`src/rtl/exp4_unidade_controle.sv`:
```
// exp4_unidade_controle
// ---------------------------------------------------------------------------
// Moore control unit for the experiment-4 game round. It waits for a player
// move and registers the switches. It then compares them against the ROM word
// at the current address and advances the address. The round ends on a full
// set of hits, on the first miss, or when no move arrives for TIMEOUT_CICLOS
// cycles.
//
// Ports:
//   clock              system clock, rising edge
//   reset              asynchronous active-high reset, forces state inicial
//   iniciar            level input, starts or restarts a round
//   jogada             raw move button (level), edge-detected here
//   chavesIgualMemoria datapath compare result (switches == ROM word)
//   fimC               datapath counter carry (address == 15)
//   zeraC / contaC     clear / increment datapath address counter
//   zeraR / registraR  clear / load datapath switch register
//   pronto             round finished (any end state)
//   acertou / errou / timeout   which way the round ended
//   db_estado          current state code for the HEX debug display
// ---------------------------------------------------------------------------
module exp4_unidade_controle #(
  parameter int TIMEOUT_CICLOS = 5000
) (
  input  logic       clock,
  input  logic       reset,
  input  logic       iniciar,
  input  logic       jogada,
  input  logic       chavesIgualMemoria,
  input  logic       fimC,
  output logic       zeraC,
  output logic       contaC,
  output logic       zeraR,
  output logic       registraR,
  output logic       pronto,
  output logic       acertou,
  output logic       errou,
  output logic       timeout,
  output logic [3:0] db_estado
);

  // The counter only has to reach TIMEOUT_CICLOS-1, so ceil(log2) bits suffice.
  localparam int CW = (TIMEOUT_CICLOS > 1) ? $clog2(TIMEOUT_CICLOS) : 1;
  localparam logic [CW-1:0] CNT_MAX = CW'(TIMEOUT_CICLOS - 1);

  // State codes double as the debug display value.
  typedef enum logic [3:0] {
    S_INICIAL     = 4'b0000,
    S_PREPARACAO  = 4'b0001,
    S_ESPERA      = 4'b0010,
    S_REGISTRA    = 4'b0100,
    S_COMPARACAO  = 4'b0101,
    S_PROXIMO     = 4'b0110,
    S_FIM_ACERTO  = 4'b1010,
    S_FIM_ERRO    = 4'b1110,
    S_FIM_TIMEOUT = 4'b1111
  } estado_t;

  estado_t       estado;
  estado_t       proximo_estado;
  logic          jogada_d;
  logic          pulso_jogada;
  logic [CW-1:0] cnt_timeout;
  logic          fim_contagem;

  assign pulso_jogada = jogada & ~jogada_d;
  assign fim_contagem = (cnt_timeout == CNT_MAX);

  // State register.
  always_ff @(posedge clock or posedge reset) begin
    if (reset) begin
      estado <= S_INICIAL;
    end else begin
      estado <= proximo_estado;
    end
  end

  // The previous button level runs in every state. A press that is already
  // held when espera begins therefore produces no edge.
  always_ff @(posedge clock or posedge reset) begin
    if (reset) begin
      jogada_d <= 1'b0;
    end else begin
      jogada_d <= jogada;
    end
  end

  // Idle counter for espera. It is held at its terminal value instead of
  // wrapping, because the FSM leaves espera on that same cycle.
  always_ff @(posedge clock or posedge reset) begin
    if (reset) begin
      cnt_timeout <= '0;
    end else if (estado != S_ESPERA) begin
      cnt_timeout <= '0;
    end else if (!fim_contagem) begin
      cnt_timeout <= cnt_timeout + 1'b1;
    end
  end

  // Next-state logic. In espera a move edge takes priority over the timeout.
  always_comb begin
    proximo_estado = S_INICIAL;
    case (estado)
      S_INICIAL:     proximo_estado = iniciar ? S_PREPARACAO : S_INICIAL;
      S_PREPARACAO:  proximo_estado = S_ESPERA;
      S_ESPERA: begin
        if (pulso_jogada) begin
          proximo_estado = S_REGISTRA;
        end else if (fim_contagem) begin
          proximo_estado = S_FIM_TIMEOUT;
        end else begin
          proximo_estado = S_ESPERA;
        end
      end
      S_REGISTRA:    proximo_estado = S_COMPARACAO;
      S_COMPARACAO: begin
        if (!chavesIgualMemoria) begin
          proximo_estado = S_FIM_ERRO;
        end else if (fimC) begin
          proximo_estado = S_FIM_ACERTO;
        end else begin
          proximo_estado = S_PROXIMO;
        end
      end
      S_PROXIMO:     proximo_estado = S_ESPERA;
      S_FIM_ACERTO:  proximo_estado = iniciar ? S_PREPARACAO : S_FIM_ACERTO;
      S_FIM_ERRO:    proximo_estado = iniciar ? S_PREPARACAO : S_FIM_ERRO;
      S_FIM_TIMEOUT: proximo_estado = iniciar ? S_PREPARACAO : S_FIM_TIMEOUT;
      default:       proximo_estado = S_INICIAL;
    endcase
  end

  // Moore outputs are decoded from the state register only.
  always_comb begin
    zeraC     = 1'b0;
    contaC    = 1'b0;
    zeraR     = 1'b0;
    registraR = 1'b0;
    pronto    = 1'b0;
    acertou   = 1'b0;
    errou     = 1'b0;
    timeout   = 1'b0;
    db_estado = estado;
    case (estado)
      S_PREPARACAO: begin
        zeraC = 1'b1;
        zeraR = 1'b1;
      end
      S_REGISTRA:    registraR = 1'b1;
      S_PROXIMO:     contaC = 1'b1;
      S_FIM_ACERTO: begin
        pronto  = 1'b1;
        acertou = 1'b1;
      end
      S_FIM_ERRO: begin
        pronto = 1'b1;
        errou  = 1'b1;
      end
      S_FIM_TIMEOUT: begin
        pronto  = 1'b1;
        timeout = 1'b1;
      end
      default: ;
    endcase
  end

endmodule

```
`config.mk`:
```
export PLATFORM = sky130hd
export DESIGN_NAME = exp4_unidade_controle
export DESIGN_NICKNAME = d
export VERILOG_FILES = /design/src/rtl/exp4_unidade_controle.sv
export SDC_FILE = /design/constraint.sdc
export NUM_CORES = 1
export LEC_CHECK = 0
export BUFFER_PORTS_ARGS = -buffer_cell sky130_fd_sc_hd__clkbuf_2
export CAP_MARGIN = 20
export CORE_MARGIN = 2
export CORE_UTILIZATION = 35
export DETAILED_ROUTE_END_ITERATION = 6
export PLACE_DENSITY = 0.65
export SYNTH_ARGS = -nofsm -noshare
export SYNTH_HDL_FRONTEND = slang
export SYNTH_SLANG_ARGS = --single-unit
```
`constraint.sdc`:
```
create_clock -name clock -period 1.82 [get_ports clock]
set_input_delay 0 -clock clock [delete_from_list [all_inputs] [get_ports clock]]
set_output_delay 0 -clock clock [all_outputs]
set_load 0.01 [all_outputs]
```
# Yosys cells after proc, flatten, opt, wreduce, memory -nomap -nowiden
# Cells that the tools add are included.
dict set report classes {
  n_reduce_logical 3
  eq_ne 11
  n_mux 18
  add_sub_neg 1
  n_bitwise 2
}
# op count
set op_table {}
lappend op_table {{4-bit one-hot mux with 8 select lines} 1}
lappend op_table {{4-bit 2-to-1 mux} 7}
lappend op_table {{13-bit 2-to-1 mux} 2}
lappend op_table {{13-bit by 1-bit adder with 13-bit output, second input constant} 1}
lappend op_table {{13-bit == test, second input constant} 1}
lappend op_table {{4-bit by 3-bit == test with 1-bit output, second input constant} 3}
lappend op_table {{4-bit == test, second input constant} 3}
lappend op_table {{1-bit 2-to-1 mux} 8}
lappend op_table {{4-bit by 1-bit == test with 1-bit output, second input constant} 1}
lappend op_table {{4-bit by 2-bit == test with 1-bit output, second input constant} 1}
lappend op_table {{4-bit logical NOT} 1}
lappend op_table {{4-bit by 2-bit inequality test with 1-bit output, second input constant} 1}
lappend op_table {{3-bit OR reduction} 1}
lappend op_table {{2-bit by 1-bit inequality test with 1-bit output, second input constant} 1}
lappend op_table {{2-bit OR reduction} 1}
lappend op_table {{1-bit bitwise AND} 1}
lappend op_table {{1-bit NOT} 1}
dict set report totals {
  input_bits 6
  register_bits 18
  elab_cells 38
  out_inout_bits 12
}

# Logic depth before layout (Yosys ltp)
dict set report depth {
  depth_word 4
  depth_mapped 5
  ltp_nobuf 5
}

# Worst setup path after synthesis
# No wires, ideal clock.
dict set report synth_timing {
  path_kind {flip-flop to flip-flop}
  start {register cnt_timeout[10]}
  end {register cnt_timeout[1]}
  path_stages_with_launch 5
  path_slack_ps 158
  synth_period_minus_slack_ps 1662
  n_path_buf 0
  required_time_ps 1701
  setup_time_ps 119
  arrival_time_ps 1543
  path_cell_list {dfrtp_1 > or4_4 > nor4_4 > mux2i_1 > nor2_2}
}
dict set report synth_between {
  elab_chain_len 2
}
# item line
set synth_lines {}
lappend synth_lines {{from (decl)} 63} ;# logic [CW-1:0] cnt_timeout;
lappend synth_lines {{from (signal assigned)} 96} ;# cnt_timeout <= cnt_timeout + 1'b1;
lappend synth_lines {{13-bit == test} 67} ;# assign fim_contagem = (cnt_timeout == CNT_MAX);
lappend synth_lines {{2-bit by 1-bit inequality test with 1-bit output (no line)} n/a}
# Every way passes these cells.
# A chain may end at the register's enable or synchronous reset.

# Worst setup path in the final report
dict set report layout_timing {
  start {register cnt_timeout[4]}
  end {register cnt_timeout[1]}
}
# The elaborated chain is that of the path after synthesis.

==> impl_metrics.yaml <==
worst_setup_path:
  path_depth: 4
  reg2regPathDepth: 4
  worstSetupPathType: "flip-flop to flip-flop"
  r2r_setup_slack_ns: 0.11
  crit_end: "cnt_timeout[1]"
  cp-start-kind: "flip-flop"
  crit_chain: "or3b_2, nor4_4, mux2i_1, nor2_2"
  rr_endpoint: "cnt_timeout[1]"
  crit_slowest_cell: "or3b_2"
  crit_family: "simple AND/OR/NAND/NOR gates"
  max_stage_delay_ns: 0.49
  cp-startpoint: "cnt_timeout[4]"
  cp_num_buf_inv: 0
  timing.rr.start: "cnt_timeout[4]"
  critPathCaptureType: "flip-flop"
  cp.arrival_ns: 1.90
  crit_required_ns: 2.01
  path_max_fanout: 6
placement:
  place_congestion: 0.776
  port-buffer-count: 17
  dp_hpwl_um: 1540
clock_network:
  path_clk_slew_ns: 0.10
  ctsResizeCount: 0
  cts_root_buffer: "clkbuf_4"
  cts.sinks: 18
  cts-buffers-inserted: 3
  cts_tree: "done"
  clk_path_buf_depth: 2
  clk_latency_ns: 0.28
  post_cts_buffers: 0
  htreeDepth: 1
finish:
  final_util: 0.444
  layout.nets: 145
  diodes: 0
  final_cell_mix: "dfrtp_1 (18), clkbuf_2 (17), nor2_1 (12), nand2_1 (7)"
  area_growth_pct: 19.7
  seq_area_um2: 450
  drive_above_1_share: 0.241
  fillerInstances: 274
  multi_input_comb_area_um2: 517
  layout_commonest_cell: "dfrtp_1"
sta:
  fmax_ghz: 0.584
  hold_viol_final: 0
  slew_headroom: 0.554
  period_share: 0.940
  fin_skew_ns: 0.00125
  finalSetupViolations: 0
  worst_slew_pin_slew_ns: 0.668
  holdWs_ns: 0.132
  fin_crit_ns: 1.71
  tns_ns: 0
  rsz0062_at_grt: "no"
  final-max-slew-violation-count: 0
floorplanning:
  die_x_um: 58.1
  initial_core_util: 0.371
  pin_count: 18
  dieArea_um2: 3370
  fp.dieH_um: 58.1
  coreArea_um2: 2760
  fp-row-count: 19
synth:
  yosys_warnings: 0
  async_flop_share: 1.00
  synthCells: 113
  yosys-top-cells-area: "dfrtp_1 (44%), nor2_1 (4.4%), nand2b_1 (3.7%)"
  yosysSeqAreaShare: 0.440
  synth_top_cell_by_area: "dfrtp_1"
  synth_edf_count: 0
  synthesis.area_um2: 1020
  synth_top_area_frac: 0.440
  ys.flop_type: "dfrtp_1"
  synth_cell_types: 35
  syn_area_per_cell_um2: 9.06
  ys_seq_elements: 18
  synth_nets: 120
hold_path:
  hold_class: "input port to flip-flop"
global_route:
  grt_overflow: 0
  grt_pass1_wl_um: 3560
  grt_max_degree: 19
  grt_antenna_before_repair: 0
  grt_use_total: 0.135
  grt_pass1_vias: 806
routing:
  via_per_inst: 5.17
  drt_drc_violations_left: 0
  wl_per_cell_um: 12.4
  ant_nets: 0
  via_count: 868
  drt_iter0_drc: 15
  first_pass_iters: 4
  routed_wl_um: 2090
status:
  status: "completed"
flow_run:
  drv_cap: 0
pwr:
  power.density_nw_per_um2: 1030
  leakagePower_nw: 0.538
  vdd_drop_max_v: 0.000751
## cell type report
class / instances / area share
Tap cell: 31 / 0.0317
Inverter: 6 / 0.0184
Timing Repair Buffer: 26 / 0.131
Clock buffer: 4 / 0.0296
Sequential cell: 18 / 0.368
Multi-Input combinational cell: 83 / 0.422
## cells in the mapped netlist (all sizes together), types with 2 or more instances
| cell | number |
|---|---|
| inv | 6 |
| nor2 | 13 |
| mux2i | 2 |
| nor3 | 4 |
| a21oi | 6 |
| nand2 | 7 |
| nand2b | 6 |
| and3 | 3 |
| clkbuf | 4 |
| xnor2 | 4 |
| or3 | 5 |
| xor2 | 3 |
| nand3 | 6 |
| nor4 | 5 |
| buf | 2 |
| o21ai | 5 |
| dfrtp | 18 |
## kinds of logic after synthesis
logic type / Yosys count / share of synthesized area
DFF: 18 / 0.440
and+or+nand+nor: 57 / 0.318
buffers and inverters: 12 / 0.0550
AOI/OAI and AO/OA: 15 / 0.0844
adders and majority gates: 1 / 0.0122
xor gates and xnor gates: 7 / 0.0599
muxes: 3 / 0.0306
## how the worst min path moves through the flow
stage          startpoint               to  slack (ns)  cells after the start
3_3_place_gp        reset  cnt_timeout[12]        0.12                      2
4_1_cts              fimC     db_estado[3]        0.13                      5
2_1_floorplan       reset   cnt_timeout[0]       -0.06                      1
3_5_place_dp        reset   cnt_timeout[9]        0.11                      2
5_1_grt              fimC     db_estado[3]        0.15                      5
6_report             fimC     db_estado[3]        0.13                      5
## report_power, final
group	switching [mW]	internal (mW)
Sequential	0.0785	0.450
Clock	0.119	0.122
Combinational	0.283	0.215
Total	0.480	0.787
## worst reg2reg max path: stages, from the launching register on
cell and delay (ns):
dfrtp_1 0.44, or3b_2 0.49, nor4_4 0.38, mux2i_1 0.26, nor2_2 0.04
## layer usage
| metal | part of all wire | track usage | vias up |
|---|---|---|---|
| li1 | - | - | 443 |
| met1 | 0.48 | 0.185 | 411 |
| met2 | 0.49 | 0.224 | 12 |
| met3 | 0.030 | 0.0201 | 2 |
| met4 | 0.0038 | 0.0299 | 0 |
| met5 | 0 | 0 | - |
## timing repair
action,4_1_cts,5_1_grt
endpoints found under the setup margin,0,2
hold buffers,3,0
hold endpoints to repair,20,0
## state kept, by name, summed over array words and instances, names as in the netlist
name	flops
cnt_timeout	13
jogada_d	1
db_estado	4
## metrics by stage
stage,setup slack [ns],area (um2),total power [mW],cells
CTS,0.0367,1220,1.28,168
global placement,0.0945,1160,1.02,161
global route,0.00648,1220,1.37,168
finish,0.109,1220,1.27,168
detailed placement,0.0494,1160,1.03,161
floorplan,0.158,1020,0.890,113
(Power assumes the default switching activity.)
